`src/rtl/audio_axi_pkg.sv`:
```
// Shared definitions for the audio control write path: bus widths, FSM encodings
// and register map indices used by both the write master and the register slave.
package audio_axi_pkg;

    localparam int ADDR_W_DEF = 4;
    localparam int DATA_W_DEF = 7;

    typedef enum logic [1:0] {
        ST_IDLE   = 2'd0,
        ST_ACCEPT = 2'd1,
        ST_RESP   = 2'd2,
        ST_TURN   = 2'd3
    } wr_state_e;

    localparam int REG_VOL_L   = 0;
    localparam int REG_VOL_R   = 1;
    localparam int REG_MUTE    = 2;
    localparam int REG_BALANCE = 3;
    localparam int REG_BASS    = 4;
    localparam int REG_TREBLE  = 5;

endpackage

```
`src/rtl/audio_reg_bank.sv`:
```
// Bank of audio control registers with a one-cycle write strobe aligned to
// the updated register contents.
module audio_reg_bank
    import audio_axi_pkg::*;
#(
    parameter int ADDR_W   = ADDR_W_DEF,
    parameter int DATA_W   = DATA_W_DEF,
    parameter int NUM_REGS = 12
) (
    input  logic                         clk,
    input  logic                         rst,
    input  logic                         we,
    input  logic [ADDR_W-1:0]            waddr,
    input  logic [DATA_W-1:0]            wdata,
    output logic [NUM_REGS*DATA_W-1:0]   reg_q,
    output logic                         wr_stb
);

    logic [DATA_W-1:0] regs_q [NUM_REGS];
    logic [DATA_W-1:0] regs_d [NUM_REGS];
    logic              wr_stb_q;
    logic              wr_stb_d;

    // Next register contents: only the addressed entry changes on a write.
    always_comb begin
        regs_d   = regs_q;
        wr_stb_d = we;
        if (we) begin
            for (int i = 0; i < NUM_REGS; i++) begin
                if (waddr == ADDR_W'(i)) begin
                    regs_d[i] = wdata;
                end else begin
                    regs_d[i] = regs_q[i];
                end
            end
        end else begin
            regs_d = regs_q;
        end
    end

    // Register storage and strobe flops.
    always_ff @(posedge clk) begin
        if (rst) begin
            regs_q   <= '{default: '0};
            wr_stb_q <= 1'b0;
        end else begin
            regs_q   <= regs_d;
            wr_stb_q <= wr_stb_d;
        end
    end

    for (genvar g = 0; g < NUM_REGS; g++) begin : g_flat
        assign reg_q[g*DATA_W +: DATA_W] = regs_q[g];
    end

    assign wr_stb = wr_stb_q;

endmodule

```
`src/rtl/audio_reg_slave.sv`:
```
// Write-only AXI-lite-style slave that commits one address/data pair per
// transaction into the audio control register bank.
module audio_reg_slave
    import audio_axi_pkg::*;
#(
    parameter int ADDR_W   = ADDR_W_DEF,
    parameter int DATA_W   = DATA_W_DEF,
    parameter int NUM_REGS = 12,
    parameter int ERRCNT_W = 8
) (
    input  logic                         ACLK,
    input  logic                         ARESET,
    input  logic                         AWVALID,
    input  logic [ADDR_W-1:0]            AWADDR,
    output logic                         AWREADY,
    input  logic                         WVALID,
    input  logic [DATA_W-1:0]            WDATA,
    output logic                         WREADY,
    output logic                         BVALID,
    input  logic                         BREADY,
    output logic [NUM_REGS*DATA_W-1:0]   reg_q,
    output logic                         wr_stb,
    output logic [ADDR_W-1:0]            wr_addr,
    output logic [ERRCNT_W-1:0]          bad_addr_cnt
);

    // One extra bit so NUM_REGS == 2**ADDR_W still compares correctly.
    localparam logic [ADDR_W:0] NUM_REGS_W = (ADDR_W+1)'(NUM_REGS);

    wr_state_e             state_q, state_d;
    logic                  ready_q, ready_d;
    logic                  bvalid_q, bvalid_d;
    logic [ADDR_W-1:0]     wr_addr_q, wr_addr_d;
    logic [ERRCNT_W-1:0]   bad_cnt_q, bad_cnt_d;
    logic                  bank_we;
    logic                  addr_ok;

    assign addr_ok = ({1'b0, AWADDR} < NUM_REGS_W);

    // Next-state and registered-output decode for the write handshake.
    always_comb begin
        state_d   = state_q;
        ready_d   = 1'b0;
        bvalid_d  = 1'b0;
        wr_addr_d = wr_addr_q;
        bad_cnt_d = bad_cnt_q;
        bank_we   = 1'b0;
        case (state_q)
            ST_IDLE: begin
                if (AWVALID && WVALID) begin
                    state_d = ST_ACCEPT;
                    ready_d = 1'b1;
                end else begin
                    state_d = ST_IDLE;
                end
            end
            ST_ACCEPT: begin
                state_d  = ST_RESP;
                bvalid_d = 1'b1;
                if (addr_ok) begin
                    bank_we   = 1'b1;
                    wr_addr_d = AWADDR;
                end else if (bad_cnt_q != {ERRCNT_W{1'b1}}) begin
                    bad_cnt_d = bad_cnt_q + {{(ERRCNT_W-1){1'b0}}, 1'b1};
                end else begin
                    bad_cnt_d = bad_cnt_q;
                end
            end
            ST_RESP: begin
                if (BREADY) begin
                    state_d = ST_TURN;
                end else begin
                    bvalid_d = 1'b1;
                end
            end
            ST_TURN: begin
                state_d = ST_IDLE;
            end
            default: begin
                state_d = ST_IDLE;
            end
        endcase
    end

    // FSM state and handshake/status flops.
    always_ff @(posedge ACLK) begin
        if (ARESET) begin
            state_q   <= ST_IDLE;
            ready_q   <= 1'b0;
            bvalid_q  <= 1'b0;
            wr_addr_q <= {ADDR_W{1'b0}};
            bad_cnt_q <= {ERRCNT_W{1'b0}};
        end else begin
            state_q   <= state_d;
            ready_q   <= ready_d;
            bvalid_q  <= bvalid_d;
            wr_addr_q <= wr_addr_d;
            bad_cnt_q <= bad_cnt_d;
        end
    end

    audio_reg_bank #(
        .ADDR_W   (ADDR_W),
        .DATA_W   (DATA_W),
        .NUM_REGS (NUM_REGS)
    ) u_bank (
        .clk    (ACLK),
        .rst    (ARESET),
        .we     (bank_we),
        .waddr  (AWADDR),
        .wdata  (WDATA),
        .reg_q  (reg_q),
        .wr_stb (wr_stb)
    );

    assign AWREADY      = ready_q;
    assign WREADY       = ready_q;
    assign BVALID       = bvalid_q;
    assign wr_addr      = wr_addr_q;
    assign bad_addr_cnt = bad_cnt_q;

endmodule

```
`config.mk`:
```
export PLATFORM = sky130hd
export DESIGN_NAME = audio_reg_slave
export DESIGN_NICKNAME = d
export VERILOG_FILES = /design/src/rtl/audio_axi_pkg.sv /design/src/rtl/audio_reg_bank.sv /design/src/rtl/audio_reg_slave.sv
export SDC_FILE = /design/constraint.sdc
export NUM_CORES = 1
export LEC_CHECK = 0
export ABC_AREA = 1
export CAP_MARGIN = 15
export CELL_PAD_IN_SITES_DETAIL_PLACEMENT = 1
export CELL_PAD_IN_SITES_GLOBAL_PLACEMENT = 2
export CORE_MARGIN = 2
export CORE_UTILIZATION = 30
export CTS_CLUSTER_DIAMETER = 40
export DETAILED_ROUTE_END_ITERATION = 7
export DONT_BUFFER_PORTS = 1
export PLACE_DENSITY = 0.85
export SYNTH_ARGS = -nofsm -noshare
export SYNTH_HDL_FRONTEND = slang
export SYNTH_HIERARCHICAL = 1
export SYNTH_SLANG_ARGS = --single-unit
export TNS_END_PERCENT = 20
```
`constraint.sdc`:
```
create_clock -name ACLK -period 1.82 [get_ports ACLK]
set_clock_uncertainty 0.1 [all_clocks]
set_input_delay 0.364 -clock ACLK [delete_from_list [all_inputs] [get_ports ACLK]]
set_output_delay 0.364 -clock ACLK [all_outputs]
set_load 0.005 [all_outputs]
```
==> results of run 1 <==
[synthesized netlist by cell type]
cell type	instances	area (um^2)
nand3_4	1	17.5
nand2_2	5	31.3
a21oi_2	1	8.76
inv_1	36	135
clkinv_1	1	3.75
buf_6	4	45.0
o21ai_1	2	10.0
buf_1	6	22.5
nand2_1	186	698
a21oi_4	1	16.3
nor2_4	4	45.0
or2_2	2	12.5
buf_4	9	67.6
dfxtp_1	101	2020
nand4_1	7	43.8
a211oi_1	1	7.51
nor2_2	14	87.6
nand3_1	7	35.0
a21oi_1	6	30.0
nor2_1	190	713
clkbuf_1	5	18.8
buf_2	6	30.0
nand3_2	3	30.0
o21ai_0	7	35.0
ha_1	4	50.1
[state kept, by name, summed over array words and instances (netlist names)]
name and flops:
bad_addr_cnt 8, state_q 2, u_bank/wr_stb 1, AWREADY 1, u_bank/reg_q 84, BVALID 1, wr_addr 4
[placed cells by master, fill, tap and decap left out, types with 2 or more instances in the layout]
cell,instances
nor2_1,190
nand2_1,186
dfxtp_1,101
inv_1,34
buf_12,11
nor2_2,10
buf_4,10
clkbuf_16,9
nor2_4,8
nand3_1,7
o21ai_0,7
nand4_1,7
a21oi_1,6
nand2_2,5
ha_1,4
nand3_4,3
inv_2,2
o21ai_1,2
or2_2,2
bufinv_16,2
clkbuf_8,2
[routing by layer]
layer / up-vias / global-route usage, %
met4: 0 / 7.11
met5: - / 0
li1: 1834 / -
met2: 74 / 27.0
met3: 17 / 5.11
met1: 1687 / 20.3
[metrics by stage]
step / setup TNS, ns / worst slack, ns / util [%]
finish: 0 / 0.132 / 35.6
global route: -0.252 / -0.0407 / 35.6
CTS: 0 / 0.0444 / 35.3
detailed placement: 0 / 0.0863 / 32.9
global placement: 0 / 0.153 / 32.9
floorplan: 0 / 0.0713 / -
[timing repair]
item / 4_1_cts / 5_1_grt
hold buffers: 1 / 0
buffers inserted: 0 / 0
endpoints found under the setup margin: 0 / 70
gates resized for setup: 0 / 7
hold endpoints to repair: 4 / 0
[cell families (layout without fill, tap and decap cells)]
kind of cell | after synthesis | after routing | share of synthesized area, %
compound gates | 18 | 18 | 2.55
fa+ha+maj | 4 | 4 | 1.19
buf+inv | 67 | 73 | 7.66
flops | 101 | 101 | 48.0
simple gates | 419 | 419 | 40.7
[final cells by class]
class,instances,share of cell area [%]
sequential,101,41.1
multi-input combinational,441,38.8
timing repair buffer,22,6.21
clock buffer,11,5.14
tap,180,4.58
inverter,37,2.82
clock inverter,3,1.40
[path summary, 6_finish.rpt]
check | cells past startpoint | to | slack, ns
worst max-delay path | 9 | u_bank/reg_q[56]$_SDFFE_PP0P_ | 0.13
worst min-delay path | 2 | u_bank/reg_q[4]$_SDFFE_PP0P_ | 0.05
worst max register to register | 9 | u_bank/reg_q[56]$_SDFFE_PP0P_ | 0.13
worst min register to register | 2 | u_bank/reg_q[53]$_SDFFE_PP0P_ | 0.40
[power breakdown]
group / switching (mW) / leakage [nW] / internal (mW) / total (mW)
logic: 0.213 / 1.05 / 0.0993 / 0.313
clock network: 0.845 / 0.158 / 1.27 / 2.12
registers: 0.0303 / 0.814 / 2.24 / 2.27
total: 1.09 / 2.03 / 3.61 / 4.70
==> out/summary.txt, run 1 <==
====================================================================================
Wire length of the first global-routing pass ..........................     18900 um
Largest net degree at the start of global routing .....................           85
LEAKAGE ...............................................................      2.03 nW
Worst VDD drop ........................................................   0.000486 V
Weighted congestion at the end of routability-driven global placement .        0.870
Mean instance size in the synthesized netlist .........................    6.92 um^2
Transition time at the pin with the least slew margin .................     0.410 ns
Number of fillers in the final layout .................................         1734
Slowest cell delay on critical path ...................................      0.33 ns
Core area .............................................................   13800 um^2
Number of standard cells in the final layout excluding fillers ........          795
Global routing usage summed across all routing layers .................        16.6%
Violation count after the first detailed-routing iteration ............          148
Element type at the critical path start ...............................         flop
Max Fanout on Critical Path ...........................................           14
Gate count of the mapped netlist ......................................          609
Count of max-cap constraint violations ................................            0
Synth-to-layout area growth ...........................................        16.7%
Endpoint arrival time on the critical path ............................      1.87 ns
DR pass1 iterations ...................................................            4
Antenna violations before repair ......................................            0
DIE AREA ..............................................................   15000 um^2
Uppermost signal routing layer after detailed routing .................         met4
Total count of hold-check failures in the final report ................            0
Count of placed standard cells including taps .........................          780
Die Width .............................................................       123 um
Power Dens Cells ......................................................  956 nW/um^2
Met2 wire length ......................................................      5830 um
Fraction of layout cells with a size suffix above 1 ...................        11.1%
YS warnings ...........................................................            6
Type of the tightest min-delay check ..................................       in2reg
Global route total overflow ...........................................            0
RR Startpoint ......................................................... state_q[1]$_SDFFE_PP0P_
Number of CTS-inserted buffers ........................................            9
Total number of H-tree levels .........................................            3
Clock Tree Buf Depth ..................................................            2
Status ................................................................    completed
Tmin final ............................................................      1.69 ns
Root buffer cell ......................................................    clkbuf_16
Die boundary height ...................................................       123 um
Final HPWL DP .........................................................      8640 um
Clock latency of the later-clocked register in the worst-skew pair ....      0.34 ns
Routed metal-1 wirelength .............................................      5230 um
Hold path startpoint ..................................................     WDATA[4]
CTS sink count ........................................................          101
Share of the yosys chip area belonging to registers ...................        48.0%
Setup crit end kind ...................................................         flop
Number of design rule violations left after detail routing ............            0
Met3 WL post-DR .......................................................       766 um
Post-route design area ................................................    4920 um^2
Area taken by flip-flops and latches ..................................    2020 um^2
Sum of internal, switching and leakage power ..........................      4.70 mW
Required time worst endpoint ..........................................      2.00 ns
Number of setup violations in the final report ........................            0
Number of nets produced by synthesis ..................................          629
CTS tree ..............................................................          yes
Number of port buffers ................................................            0
Worst hold margin .....................................................    0.0509 ns
Sum of buffers and inverters on the critical path .....................            3
#FFs+latches synth ....................................................          101
Multi-input gate area .................................................    1910 um^2
Clock Pin Slew Worst Setup and Hold Paths .............................      0.07 ns
Post-DR vias/cell .....................................................         4.54
Kind of cell adding the most delay to the critical path ............... simple AND/OR/NAND/NOR gates
Antenna diode count ...................................................            0
Final-report max-slew violation count .................................            0
Share of the cycle needed by the critical path after routing ..........        92.8%
Cell variety after synth ..............................................           25
WS Path Type ..........................................................      reg2reg
Number of nets in the layout ..........................................          632
Max-Slew Margin vs Limit ..............................................        72.6%
Initial core utilization ..............................................        30.5%
Wire per inst .........................................................      15.2 um
Final ANT Viol Nets ...................................................            0
Worst-path cell with the longest stage delay ..........................      dfxtp_1
Post-synthesis cell area ..............................................    4220 um^2
Unrepaired setup endpoints after global routing .......................         true
Standard-cell rows ....................................................           43
Cell area after placement .............................................    4550 um^2
Vias in the first global route ........................................         3578
Launch point of the critical path ..................................... state_q[1]$_SDFFE_PP0P_
Io pins ...............................................................          116
Total number of vias ..................................................         3612
Total wirelength of the detailed-routed design ........................     12100 um
Cell chain of the critical path ....................................... inv_1, ha_1, nand2_1, inv_2, buf_4, nand2_1, nor2_4, nor2_1, nor2_1
Maximum operating frequency ...........................................      592 MHz
====================================================================================
No activity file was read; power rests on OpenSTA's default activity.
==> inputs of run 2 (changes only) <==
--- a/config.mk
+++ b/config.mk
@@ -11,6 +11,7 @@
 export CELL_PAD_IN_SITES_GLOBAL_PLACEMENT = 2
 export CORE_MARGIN = 2
 export CORE_UTILIZATION = 30
+export CTS_BUF_LIST = sky130_fd_sc_hd__clkbuf_4 sky130_fd_sc_hd__clkbuf_8
 export CTS_CLUSTER_DIAMETER = 40
 export DETAILED_ROUTE_END_ITERATION = 7
 export DONT_BUFFER_PORTS = 1
==> out/summary.txt, run 2 (synthesis gave the netlist of run 1 again) <==
=====================================================================================
Status .................................................................    completed
Transition time at the pin with the least slew margin ..................     0.402 ns
Number of CTS-inserted buffers .........................................            9
Final-report max-slew violation count ..................................            0
Power Dens Cells .......................................................  872 nW/um^2
Vias in the first global route .........................................         3597
Unrepaired setup endpoints after global routing ........................         true
Final HPWL DP ..........................................................      8640 um
Die boundary height ....................................................       123 um
Number of port buffers .................................................            0
Standard-cell rows .....................................................           43
Maximum operating frequency ............................................      600 MHz
Number of nets in the layout ...........................................          635
Tmin final .............................................................      1.67 ns
Clock Pin Slew Worst Setup and Hold Paths ..............................      0.10 ns
Core area ..............................................................   13800 um^2
DR pass1 iterations ....................................................            4
Clock latency of the later-clocked register in the worst-skew pair .....      0.38 ns
Endpoint arrival time on the critical path .............................      1.83 ns
Most frequent cells in the layout ...................................... nor2_1 (190), nand2_1 (186), dfxtp_1 (101)
Worst hold margin ......................................................    0.0270 ns
Number of fillers in the final layout ..................................         1746
Root buffer cell .......................................................     clkbuf_8
Count of buffers added by post-CTS timing repair for setup .............            0
Wire length of the first global-routing pass ...........................     18800 um
Wire per inst ..........................................................      15.1 um
Final ANT Viol Nets ....................................................            0
Total number of H-tree levels ..........................................            3
Total number of vias ...................................................         3583
Type of the tightest min-delay check ...................................       in2reg
CTS tree ...............................................................          yes
LEAKAGE ................................................................      1.99 nW
Number of design rule violations left after detail routing .............            0
Global route total overflow ............................................            0
Fraction of layout cells with a size suffix above 1 ....................        11.0%
Clock Tree Buf Depth ...................................................            2
Required time worst endpoint ...........................................      1.98 ns
Max reg flops ..........................................................           84
Element type at the critical path start ................................         flop
Initial core utilization ...............................................        30.5%
Kind of cell adding the most delay to the critical path ................ simple AND/OR/NAND/NOR gates
Synth-to-layout area growth ............................................        14.6%
DIE AREA ...............................................................   15000 um^2
Worst-path cell with the longest stage delay ...........................      dfxtp_1
Number of setup violations in the final report .........................            0
Setup_tns ..............................................................         0 ns
Slowest cell delay on critical path ....................................      0.34 ns
Largest net degree at the start of global routing ......................           85
Cell chain of the critical path ........................................ inv_1, ha_1, nand2_1, inv_2, nand3_2, nor2_2, buf_12, nand2_1, nand2_1, nor2_1
Total count of hold-check failures in the final report .................            0
WS Path Type ...........................................................      reg2reg
Global routing usage summed across all routing layers ..................        16.5%
Violation count after the first detailed-routing iteration .............          148
Max Fanout on Critical Path ............................................           14
Post-DR vias/cell ......................................................         4.49
Io pins ................................................................          116
Total wirelength of the detailed-routed design .........................     12000 um
Weighted congestion at the end of routability-driven global placement ..        0.870
Antenna diode count ....................................................            0
Dominant cell type by count on the critical path .......................      nand2_1
Antenna violations before repair .......................................            0
Max-Slew Margin vs Limit ...............................................        73.2%
Setup crit end kind ....................................................         flop
CTS sink count .........................................................          101
Worst VDD drop .........................................................   0.000424 V
Most frequent standard cell in the layout excluding fill and tap cells .       nor2_1
Count of max-cap constraint violations .................................            0
Die Width ..............................................................       123 um
Sum of buffers and inverters on the critical path ......................            3
Share of the cycle needed by the critical path after routing ...........        91.6%
=====================================================================================
==> run 2: cell types whose count changed in the layout (fill, tap and decap cells not counted) <==
cell	previous run	this run
dlygate4sd3_1	1	4
nand3_4	3	2
nor2_4	8	6
clkbuf_8	2	11
nand3_2	1	2
clkbuf_16	9	0
nor2_2	10	12
==> run 2: path summary, 6_finish.rpt <==
check                           depth (start not counted)  slack (ns)                            end                     startpoint
worst max-delay path                                   10        0.15  u_bank/reg_q[31]$_SDFFE_PP0P_        state_q[1]$_SDFFE_PP0P_
worst min-delay path                                    2        0.03   u_bank/reg_q[0]$_SDFFE_PP0P_                       WDATA[0]
worst max register to register                         10        0.15  u_bank/reg_q[31]$_SDFFE_PP0P_        state_q[1]$_SDFFE_PP0P_
worst min register to register                          2        0.41  u_bank/reg_q[53]$_SDFFE_PP0P_  u_bank/reg_q[53]$_SDFFE_PP0P_
==> run 2: through the flow <==
step	utilization, %	power, mW	area, um^2	std cells	worst slack, ns
after detailed placement	32.9	2.63	4550	780	0.0863
after CTS	34.8	4.28	4810	798	0.0712
after floorplan	-	2.53	4220	609	0.0713
final	34.9	4.21	4830	798	0.152
after global placement	32.9	2.62	4550	780	0.153
after global routing	34.9	4.41	4830	798	-0.0157
==> run 2: where the power goes <==
part / internal (mW) / total (mW) / switching [mW]
clock: 0.841 / 1.63 / 0.789
combinational: 0.102 / 0.310 / 0.208
sequential: 2.24 / 2.27 / 0.0302
total: 3.19 / 4.21 / 1.03
==> run 2: layout make-up <==
class / instances / area [um^2] / share of cell area (%)
Timing Repair Buffer: 25 / 335 / 6.94
Inverter: 37 / 139 / 2.87
Sequential cell: 101 / 2020 / 41.9
Clock buffer: 11 / 151 / 3.13
Tap cell: 180 / 225 / 4.66
Clock inverter: 3 / 68.8 / 1.42
Multi-Input combinational cell: 441 / 1890 / 39.1
==> run 2: metal layers <==
layer / part of all wire [%] / routed length (um) / global-route usage (%) / vias to the layer above
met5: 0 / 0 / 0 / -
met3: 6.3 / 760 / 5.16 / 16
met1: 44 / 5260 / 20.0 / 1658
met4: 2.0 / 235 / 6.54 / 0
li1: - / - / - / 1833
met2: 48 / 5760 / 27.1 / 76
==> run 2: repair_timing <==
item                                    in CTS  in global routing
endpoints found under the setup margin       0                 69
resized for setup                            0                  4
hold buffers                                 4                  0
hold endpoints to repair                     7                  0
